[src/rtl/ex_stage_mc.sv]
// ex_stage_mc: RV execute stage with operand forwarding, single-cycle ALU and a handshaked EX/MEM register.
// Define EX_MULDIV_EN to build the iterative multiply/divide unit; without it ops 10-15 raise out_illegal.
module ex_stage_mc #(
    parameter int unsigned XLEN = 32,
    parameter int unsigned PT_W = 48
) (
    input  logic            clock,
    input  logic            reset,
    input  logic            in_valid,
    output logic            in_ready,
    input  logic [3:0]      in_op,
    input  logic [XLEN-1:0] in_a,
    input  logic [XLEN-1:0] in_b,
    input  logic [1:0]      fa_sel,
    input  logic [1:0]      fb_sel,
    input  logic [XLEN-1:0] fw_wb_data,
    input  logic [PT_W-1:0] in_pt,
    input  logic            flush,
    output logic            out_valid,
    input  logic            out_ready,
    output logic [XLEN-1:0] out_result,
    output logic [PT_W-1:0] out_pt,
    output logic            out_illegal
);
    localparam int unsigned SH_W  = $clog2(XLEN);
    localparam int unsigned CNT_W = $clog2(XLEN);

    typedef enum logic {IDLE, BUSY} state_t;
    state_t state_q, state_d;

    logic            out_valid_q, out_valid_d;
    logic [XLEN-1:0] out_result_q, out_result_d;
    logic [PT_W-1:0] out_pt_q, out_pt_d;
    logic            out_illegal_q, out_illegal_d;

    logic            accept, is_md_op, md_start, md_done, illegal_op;
    logic [XLEN-1:0] op_a, op_b, alu_res, md_res;
    logic [PT_W-1:0] md_pt;
    logic [SH_W-1:0] shamt;

    assign is_md_op = (in_op >= 4'd10);
    assign in_ready = !reset && (state_q == IDLE) && (!out_valid_q || out_ready);
    assign accept   = in_valid && in_ready && !flush;

    // Sel 1 forwards whatever the output register currently holds, valid or not.
    always_comb begin
        case (fa_sel)
            2'd1:    op_a = out_result_q;
            2'd2:    op_a = fw_wb_data;
            default: op_a = in_a;
        endcase
        case (fb_sel)
            2'd1:    op_b = out_result_q;
            2'd2:    op_b = fw_wb_data;
            default: op_b = in_b;
        endcase
    end

    always_comb begin
        shamt   = op_b[SH_W-1:0];
        alu_res = '0;
        case (in_op)
            4'd0:    alu_res = op_a + op_b;
            4'd1:    alu_res = op_a - op_b;
            4'd2:    alu_res = op_a & op_b;
            4'd3:    alu_res = op_a | op_b;
            4'd4:    alu_res = op_a ^ op_b;
            4'd5:    alu_res = op_a << shamt;
            4'd6:    alu_res = op_a >> shamt;
            4'd7:    alu_res = $signed(op_a) >>> shamt;
            4'd8:    alu_res = {{(XLEN-1){1'b0}}, $signed(op_a) < $signed(op_b)};
            4'd9:    alu_res = {{(XLEN-1){1'b0}}, op_a < op_b};
            default: alu_res = '0;
        endcase
    end

`ifdef EX_MULDIV_EN
    logic [2*XLEN-1:0] acc_q, acc_d, acc_step, mul_full;
    logic [XLEN-1:0]   opnd_q, opnd_d, a_mag, b_mag, step_lo, step_hi;
    logic [2:0]        md_op_q, md_op_d;
    logic              neg_q, neg_d, bz_q, bz_d;
    logic [PT_W-1:0]   md_pt_q, md_pt_d;
    logic [CNT_W-1:0]  cnt_q, cnt_d;
    logic              md_signed, a_neg, b_neg;
    logic [XLEN:0]     mul_sum, div_rsh, div_diff;

    assign md_start   = accept && is_md_op;
    assign md_done    = (state_q == BUSY) && (cnt_q == CNT_W'(XLEN-1)) && !flush;
    assign illegal_op = 1'b0;
    assign md_pt      = md_pt_q;

    // acc holds {hi, lo}: MUL = {partial product, multiplier}, DIV = {remainder, dividend/quotient}.
    always_comb begin
        md_signed = !(in_op[2] && in_op[0]);
        a_neg     = md_signed && op_a[XLEN-1];
        b_neg     = md_signed && op_b[XLEN-1];
        a_mag     = a_neg ? -op_a : op_a;
        b_mag     = b_neg ? -op_b : op_b;

        mul_sum  = {1'b0, acc_q[2*XLEN-1:XLEN]} + (acc_q[0] ? {1'b0, opnd_q} : '0);
        div_rsh  = {acc_q[2*XLEN-1:XLEN], acc_q[XLEN-1]};
        div_diff = div_rsh - {1'b0, opnd_q};
        if (!md_op_q[2])
            acc_step = {mul_sum, acc_q[XLEN-1:1]};
        else if (div_diff[XLEN])
            acc_step = {div_rsh[XLEN-1:0], acc_q[XLEN-2:0], 1'b0};
        else
            acc_step = {div_diff[XLEN-1:0], acc_q[XLEN-2:0], 1'b1};

        acc_d   = acc_q;
        opnd_d  = opnd_q;
        md_op_d = md_op_q;
        neg_d   = neg_q;
        bz_d    = bz_q;
        md_pt_d = md_pt_q;
        cnt_d   = cnt_q;
        if (md_start) begin
            md_op_d = in_op[2:0];
            acc_d   = {{XLEN{1'b0}}, in_op[2] ? a_mag : b_mag};
            opnd_d  = in_op[2] ? b_mag : a_mag;
            neg_d   = (in_op[2] && in_op[1]) ? a_neg : (a_neg ^ b_neg);
            bz_d    = (op_b == '0);
            md_pt_d = in_pt;
            cnt_d   = '0;
        end else if (state_q == BUSY) begin
            acc_d = acc_step;
            cnt_d = cnt_q + 1'b1;
        end

        mul_full = neg_q ? -acc_step : acc_step;
        step_lo  = acc_step[XLEN-1:0];
        step_hi  = acc_step[2*XLEN-1:XLEN];
        if (!md_op_q[2])
            md_res = md_op_q[0] ? mul_full[2*XLEN-1:XLEN] : mul_full[XLEN-1:0];
        else if (md_op_q[1])
            md_res = neg_q ? -step_hi : step_hi;
        else if (bz_q)
            md_res = '1;
        else
            md_res = neg_q ? -step_lo : step_lo;
    end

    always_ff @(posedge clock) begin
        acc_q   <= acc_d;
        opnd_q  <= opnd_d;
        md_op_q <= md_op_d;
        neg_q   <= neg_d;
        bz_q    <= bz_d;
        md_pt_q <= md_pt_d;
        cnt_q   <= cnt_d;
    end
`else
    assign md_start   = 1'b0;
    assign md_done    = 1'b0;
    assign md_res     = '0;
    assign md_pt      = '0;
    assign illegal_op = is_md_op;
`endif

    always_comb begin
        state_d = state_q;
        case (state_q)
            IDLE:    if (md_start) state_d = BUSY;
            BUSY:    if (flush || md_done) state_d = IDLE;
            default: state_d = IDLE;
        endcase
    end

    always_comb begin
        out_valid_d   = out_valid_q;
        out_result_d  = out_result_q;
        out_pt_d      = out_pt_q;
        out_illegal_d = out_illegal_q;
        if (accept && !md_start) begin
            out_valid_d   = 1'b1;
            out_result_d  = illegal_op ? '0 : alu_res;
            out_pt_d      = in_pt;
            out_illegal_d = illegal_op;
        end else if (md_done) begin
            out_valid_d   = 1'b1;
            out_result_d  = md_res;
            out_pt_d      = md_pt;
            out_illegal_d = 1'b0;
        end else if (out_ready) begin
            out_valid_d = 1'b0;
        end
    end

    always_ff @(posedge clock) begin
        if (reset) begin
            state_q       <= IDLE;
            out_valid_q   <= 1'b0;
            out_result_q  <= '0;
            out_pt_q      <= '0;
            out_illegal_q <= 1'b0;
        end else begin
            state_q       <= state_d;
            out_valid_q   <= out_valid_d;
            out_result_q  <= out_result_d;
            out_pt_q      <= out_pt_d;
            out_illegal_q <= out_illegal_d;
        end
    end

    assign out_valid   = out_valid_q;
    assign out_result  = out_result_q;
    assign out_pt      = out_pt_q;
    assign out_illegal = out_illegal_q;
endmodule

[config.mk]
export PLATFORM = sky130hd
export DESIGN_NAME = ex_stage_mc
export DESIGN_NICKNAME = d
export VERILOG_FILES = /design/src/rtl/ex_stage_mc.sv
export SDC_FILE = /design/constraint.sdc
export NUM_CORES = 1
export LEC_CHECK = 0
export CORE_MARGIN = 10
export CORE_UTILIZATION = 45
export CTS_BUF_LIST = sky130_fd_sc_hd__clkbuf_16
export CTS_CLUSTER_SIZE = 40
export DETAILED_ROUTE_END_ITERATION = 6
export MAX_ROUTING_LAYER = met4
export PLACE_DENSITY = 0.7
export SLEW_MARGIN = 5
export SYNTH_ARGS = -nofsm -noshare
export SYNTH_HDL_FRONTEND = slang
export SYNTH_SLANG_ARGS = --single-unit
[constraint.sdc]
create_clock -name clock -period 7.5 [get_ports clock]
set_input_delay 1.875 -clock clock [delete_from_list [all_inputs] [get_ports clock]]
set_output_delay 1.875 -clock clock [all_outputs]
set_load 0.005 [all_outputs]
* After elaboration in Yosys (flattened, before gate mapping)
Cells that the tools add are included.
Word-level totals: bits in writable memories 0, memories kept 0, input bits 157, word-level logic and storage cells 48, flip-flop bits (word level) 83, output and inout bits 83, latch bits 0, ROM bits 0
Operators by class: bitwise logic cells 4, muxes and demuxes 8, divide/modulo/power cells 0, $mul 0, add/sub/neg operators 2, shifts and indexed selects 3, $lt $le $gt $ge 3, eq/ne operators 13, reductions and logical operators 10
Operator list (number):
- case mux 32 bit (10 select lines) | 1
- case mux 32 bit (2 select lines) | 2
- < comparator 32 bit | 2
- adder 32 bit | 1
- AND 32 bit | 1
- two-way mux 32 bit | 1
- OR 32 bit | 1
- << shifter 32 x 5 -> 32 bit | 1
- right shift 32 x 5 -> 32 bit | 1
- >>> shifter 32 x 5 -> 32 bit | 1
- subtractor 32 bit | 1
- bitwise XOR 32 bit | 1
- == test 4 x 3 -> 1 bit, second input constant | 4
- == test 4 x 2 -> 1 bit, second input constant | 2
- == test 4 bit, second input constant | 2
- == test 2 x 1 -> 1 bit, second input constant | 2
- == test 2 bit, second input constant | 2
- == test 4 x 1 -> 1 bit, second input constant | 1
- >= comparator 4 bit, second input constant | 1
- logical AND 1 bit | 4
- zero test 4 bit | 1
- zero test 1 bit | 3
- two-way mux 1 bit | 3
- case mux 1 bit (2 select lines) | 1
- 3 further kinds | 3

* Logic depth before layout (Yosys ltp)
depth after elaboration 6, gate-level depth with buffers 19, gate-level depth less buffers 17

* Least setup slack after synthesis
OpenSTA, ideal clock, no wires.
path type input port to flip-flop, start point in fb_sel[0], end point reg out_result_q[31] (netlist: out_result[31]), required time 7409 ps, path buffers 5, slack 1520 ps, setup time 91 ps, stages on the path 19, arrival time 5889 ps, path through inv_1 ha_1 buf_2 nor2b_1 or2_1 buf_4 buf_2 buf_2 buf_1 ha_1 and2b_1 o31ai_1 a2111oi_0 nor3b_1 a211oi_1 or2_2 nand2_1 mux2_2 a311oi_1
Between the ends: cells in the longest elaborated chain, start to end 5, elaborated cells on any way between the ends 13, those cells by class 2 x add/sub; 2 x eq/ne; 3 x shift; 3 x mux; 3 x bitwise
Ends and longest elaborated chain:
- start, declared | RTL line 15 | input logic [1:0] fb_sel,
- == test 2 bit / == test 2 x 1 -> 1 bit (equally long branches) | RTL line 52 | case (fb_sel)
- case mux 32 bit (2 select lines) (*) | RTL line 52
- subtractor 32 bit, or another cell as far along | RTL line 64 | 4'd1: alu_res = op_a - op_b;
- case mux 32 bit (10 select lines) (*) | RTL line 62 | case (in_op)
- two-way mux 32 bit (*) | RTL line 176 | out_result_d = illegal_op ? '0 : alu_res;
- end signal, assigned | RTL line 199 | out_result_q <= out_result_d;
- end, declared | RTL line 32 | logic [XLEN-1:0] out_result_q, out_result_d;
Mark *: on every way between the ends. The rest lies on a longest branch, timed or not. A chain may end at the register's enable or synchronous reset.

* Final worst setup path
start point in fa_sel[0], end point reg out_result_q[26] (netlist: out_result[26])
Between the ends: cells in the longest elaborated chain, start to end 5, elaborated cells on any way between the ends 13, those cells by class 2 x add/sub; 2 x eq/ne; 3 x shift; 3 x mux; 3 x bitwise
Ends and longest elaborated chain:
- start, declared | RTL line 14 | input logic [1:0] fa_sel,
- == test 2 bit / == test 2 x 1 -> 1 bit (equally long branches) | RTL line 47 | case (fa_sel)
- case mux 32 bit (2 select lines) (*) | RTL line 47
- subtractor 32 bit, or another cell as far along | RTL line 64
- case mux 32 bit (10 select lines) (*) | RTL line 62
- two-way mux 32 bit (*) | RTL line 176
Marked as above.

==> flow_summary.ini <==
[outcome]
outcome = complete, but fails checks
failed_checks = design-rule violations

[detailed_routing]
vias = 16870
drc = 2
ant_nets = 0
routed_wirelength_normalized_by_instance_count_um = 28.07
via_cell_ratio = 6.873
detailedRoute.firstPassIterationCount = 7
totalWireLength_um = 68900
drt_iter0_drc = 2602

[layout]
nFillCells = 2738
post_route_cells_drive_above_1_share = 0.07848
layout.cells.most_common_list = sky130_fd_sc_hd__nand2_1 (297), sky130_fd_sc_hd__clkdlybuf4s50_1 (238), sky130_fd_sc_hd__a21oi_1 (177)
finalNonFillerCells = 2455
mostFrequentLayoutCell = sky130_fd_sc_hd__nand2_1
antenna_cells_inserted = 0
nNetsFinal = 2334
area_delta_synth_final_pct = 25.24

[timing]
unrepaired_setup_endpoints_after_global_routing = no
clock.fmax_mhz = 146.3
tns_ns = 0
maxSlewViolCount = 0
fin_worst_skew_ns = 0.03175
timing_worst_slew_pin_value_ns = 1.199
finalHoldViolations = 0
timing.slew.headroom = 0.2009
setup_violations = 0
post-route-period-util = 0.9116
fin_crit_ns = 6.837

[place]
placed_cells_incl_taps = 2439
placement.io_buffers = 239
dpl.hpwl_um = 52160
place_congestion = 1.109

[setup_path]
crit_required_ns = 7.71
worstSetupStartpointType = input pin
crit-reg2reg-launch = out_result[0]$_SDFFE_PP0P_
cp.arrival_ns = 7.05
number_of_cell_instances_on_the_worst_register_to_register_path = 13
timing.critical_path.to_type = flip-flop
critical_path.max_fanout = 58
register_to_register_setup_slack_ns = 2.47
critical_path_class = input pin to flip-flop
r2r-end = out_result[26]$_SDFFE_PP0P_

[power]
ir_drop_uv = 122.3
p_leak_uw = 0.006344
pd_cells_mw_per_mm2 = 156.8

[floorplan]
core.rowCount = 61
die_area_sq_mm = 0.03569
core_sq_mm = 0.02793
die_height_um = 188.9
initial_utilization = 0.4596
ios = 240
die_width_um = 188.9

[hold_path]
min_path_type = flip-flop to flip-flop
min_delay_path_depth = 2
hold_path_startpoint = out_pt[6]$_SDFFE_PP0P_
hold_crit_endpoint = out_pt[6]$_SDFFE_PP0P_

[cts]
clock_sinks = 83
htreeDepth = 3
post_cts_resize_count = 0
cts_hold_buf = 0
clk_root_buffer_cell = sky130_fd_sc_hd__clkbuf_16
clk_buf_depth = 2
cts_buffers = 9
cts.clk_slew.worst_paths_ns = 0.08
cts_tree = built
clock_latency_ns = 0.38
post_cts.repair.setup_buffers = 0

[global_routing]
grt_pass1_wl_um = 101300
first_global_vias = 16000
antenna_found_initial = 0
grt-ovfl-total = 0
grt.total_usage = 0.3734
largest_net_degree_at_the_start_of_global_routing = 69

[job]
maxCapViolCount = 0

[logic_synthesis]
synthesis.nets = 2153
synth.yosys.warnings = 0
ys_types = 84
synth_async_sr_flop_share = 0
number_of_enable_flip_flop_cells_after_synthesis = 0
syn-instance-count = 1891
syn-mean-instance-area_sq_um = 6.789
postSynth.topFlopCell = sky130_fd_sc_hd__dfxtp_1
seq_area_frac_synth = 0.1294
synth.cell_area_sq_mm = 0.01284
ys_ff_latch = 83
[synth_stat cells, types with 22 or more instances]
| cell | number | area share |
|---|---|---|
| sky130_fd_sc_hd__nand2_1 | 299 | 0.087 |
| sky130_fd_sc_hd__mux2_2 | 23 | 0.020 |
| sky130_fd_sc_hd__a31oi_1 | 26 | 0.013 |
| sky130_fd_sc_hd__nand3_1 | 28 | 0.011 |
| sky130_fd_sc_hd__o21ai_1 | 25 | 0.0097 |
| sky130_fd_sc_hd__inv_1 | 96 | 0.028 |
| sky130_fd_sc_hd__a21o_1 | 22 | 0.013 |
| sky130_fd_sc_hd__clkbuf_1 | 101 | 0.030 |
| sky130_fd_sc_hd__ha_1 | 103 | 0.10 |
| sky130_fd_sc_hd__nor3_1 | 42 | 0.016 |
| sky130_fd_sc_hd__o21ai_0 | 116 | 0.045 |
| sky130_fd_sc_hd__a221oi_1 | 39 | 0.027 |
| sky130_fd_sc_hd__a211oi_1 | 34 | 0.020 |
| sky130_fd_sc_hd__nor2_1 | 139 | 0.041 |
| sky130_fd_sc_hd__mux2i_1 | 114 | 0.089 |
| sky130_fd_sc_hd__o221ai_1 | 24 | 0.016 |
| sky130_fd_sc_hd__a21oi_1 | 178 | 0.069 |
| sky130_fd_sc_hd__dfxtp_1 | 83 | 0.13 |
| sky130_fd_sc_hd__a22oi_1 | 70 | 0.041 |
| sky130_fd_sc_hd__buf_2 | 30 | 0.012 |
[cell families (layout without fill, tap and decap cells)]
group | Yosys count | after routing | synth area share
flops | 83 | 83 | 0.1294
mux | 138 | 138 | 0.1108
xor+xnor | 17 | 17 | 0.01160
compound gates | 695 | 695 | 0.3628
buf+inv | 250 | 436 | 0.07660
fa+ha+maj | 105 | 105 | 0.1035
simple gates | 603 | 603 | 0.2052
[critical path: stages]
cell and delay (ns):
sky130_fd_sc_hd__clkdlybuf4s50_1 0.48, sky130_fd_sc_hd__inv_1 0.05, sky130_fd_sc_hd__ha_2 0.37, sky130_fd_sc_hd__buf_4 0.51, sky130_fd_sc_hd__nand2_1 0.11, sky130_fd_sc_hd__o21ai_1 0.37, sky130_fd_sc_hd__ha_1 0.44, sky130_fd_sc_hd__or2_1 0.32
sky130_fd_sc_hd__a21oi_1 0.37, sky130_fd_sc_hd__o21ai_0 0.26, sky130_fd_sc_hd__a311oi_1 0.65, sky130_fd_sc_hd__o21ai_0 0.41, sky130_fd_sc_hd__o311a_1 0.39, sky130_fd_sc_hd__a311oi_1 0.28, sky130_fd_sc_hd__o211ai_1 0.13
[metal layers]
layer	vias to the layer above	wire, um	part of all wire	GRT usage
li1	7339	-	-	-
met1	7828	25580	0.37	0.4271
met2	1346	29320	0.43	0.5609
met3	361	8249	0.12	0.09629
met4	0	5754	0.084	0.2662
met5	-	0	0	-
[through the flow]
| stage | hold WS [ns] | area (sq um) | worst slack [ns] | total power, uW | utilization |
|---|---|---|---|---|---|
| 3_5_place_dp | 0.4460 | 15780 | 0.5194 | 1963 | 0.5650 |
| 2_1_floorplan | 0.4527 | 12840 | 1.520 | 1425 | - |
| 5_1_grt | 0.4685 | 16080 | 0.5708 | 2619 | 0.5756 |
| 6_report | 0.4556 | 16080 | 0.6628 | 2521 | 0.5756 |
| 3_3_place_gp | 0.4405 | 15780 | 0.5949 | 1956 | 0.5650 |
| 4_1_cts | 0.4565 | 16080 | 0.9122 | 2453 | 0.5756 |
[worst max-delay path by stage]
stage                   start                           to  depth (start not counted)
global route        fa_sel[0]  out_result[29]$_SDFFE_PP0P_                         16
detailed placement  fa_sel[0]  out_result[26]$_SDFFE_PP0P_                         15
global placement    fa_sel[0]  out_result[26]$_SDFFE_PP0P_                         15
floorplan           fb_sel[0]  out_result[31]$_SDFFE_PP0P_                         19
CTS                 fa_sel[0]  out_result[26]$_SDFFE_PP0P_                         15
finish              fa_sel[0]  out_result[26]$_SDFFE_PP0P_                         15
[flip-flops by register name, indices dropped and copies added (netlist names)]
name,count
out_pt,48
out_valid,1
out_result,32
out_illegal,1
state_q,1
[power by group]
| part | switching, uW | internal (uW) |
|---|---|---|
| registers | 13.5 | 454 |
| logic | 1000 | 559 |
| clock network | 254 | 235 |
[layout make-up]
class / instances / area [sq um] / share of cell area
timing repair buffer: 321 / 3015 / 0.1875
clock buffer: 9 / 225.2 / 0.01401
tap: 378 / 473.0 / 0.02941
sequential: 83 / 1662 / 0.1033
clock inverter: 7 / 71.32 / 0.004435
inverter: 99 / 371.6 / 0.02311
multi-input combinational: 1558 / 10260 / 0.6382
(Power assumes the default switching activity.)
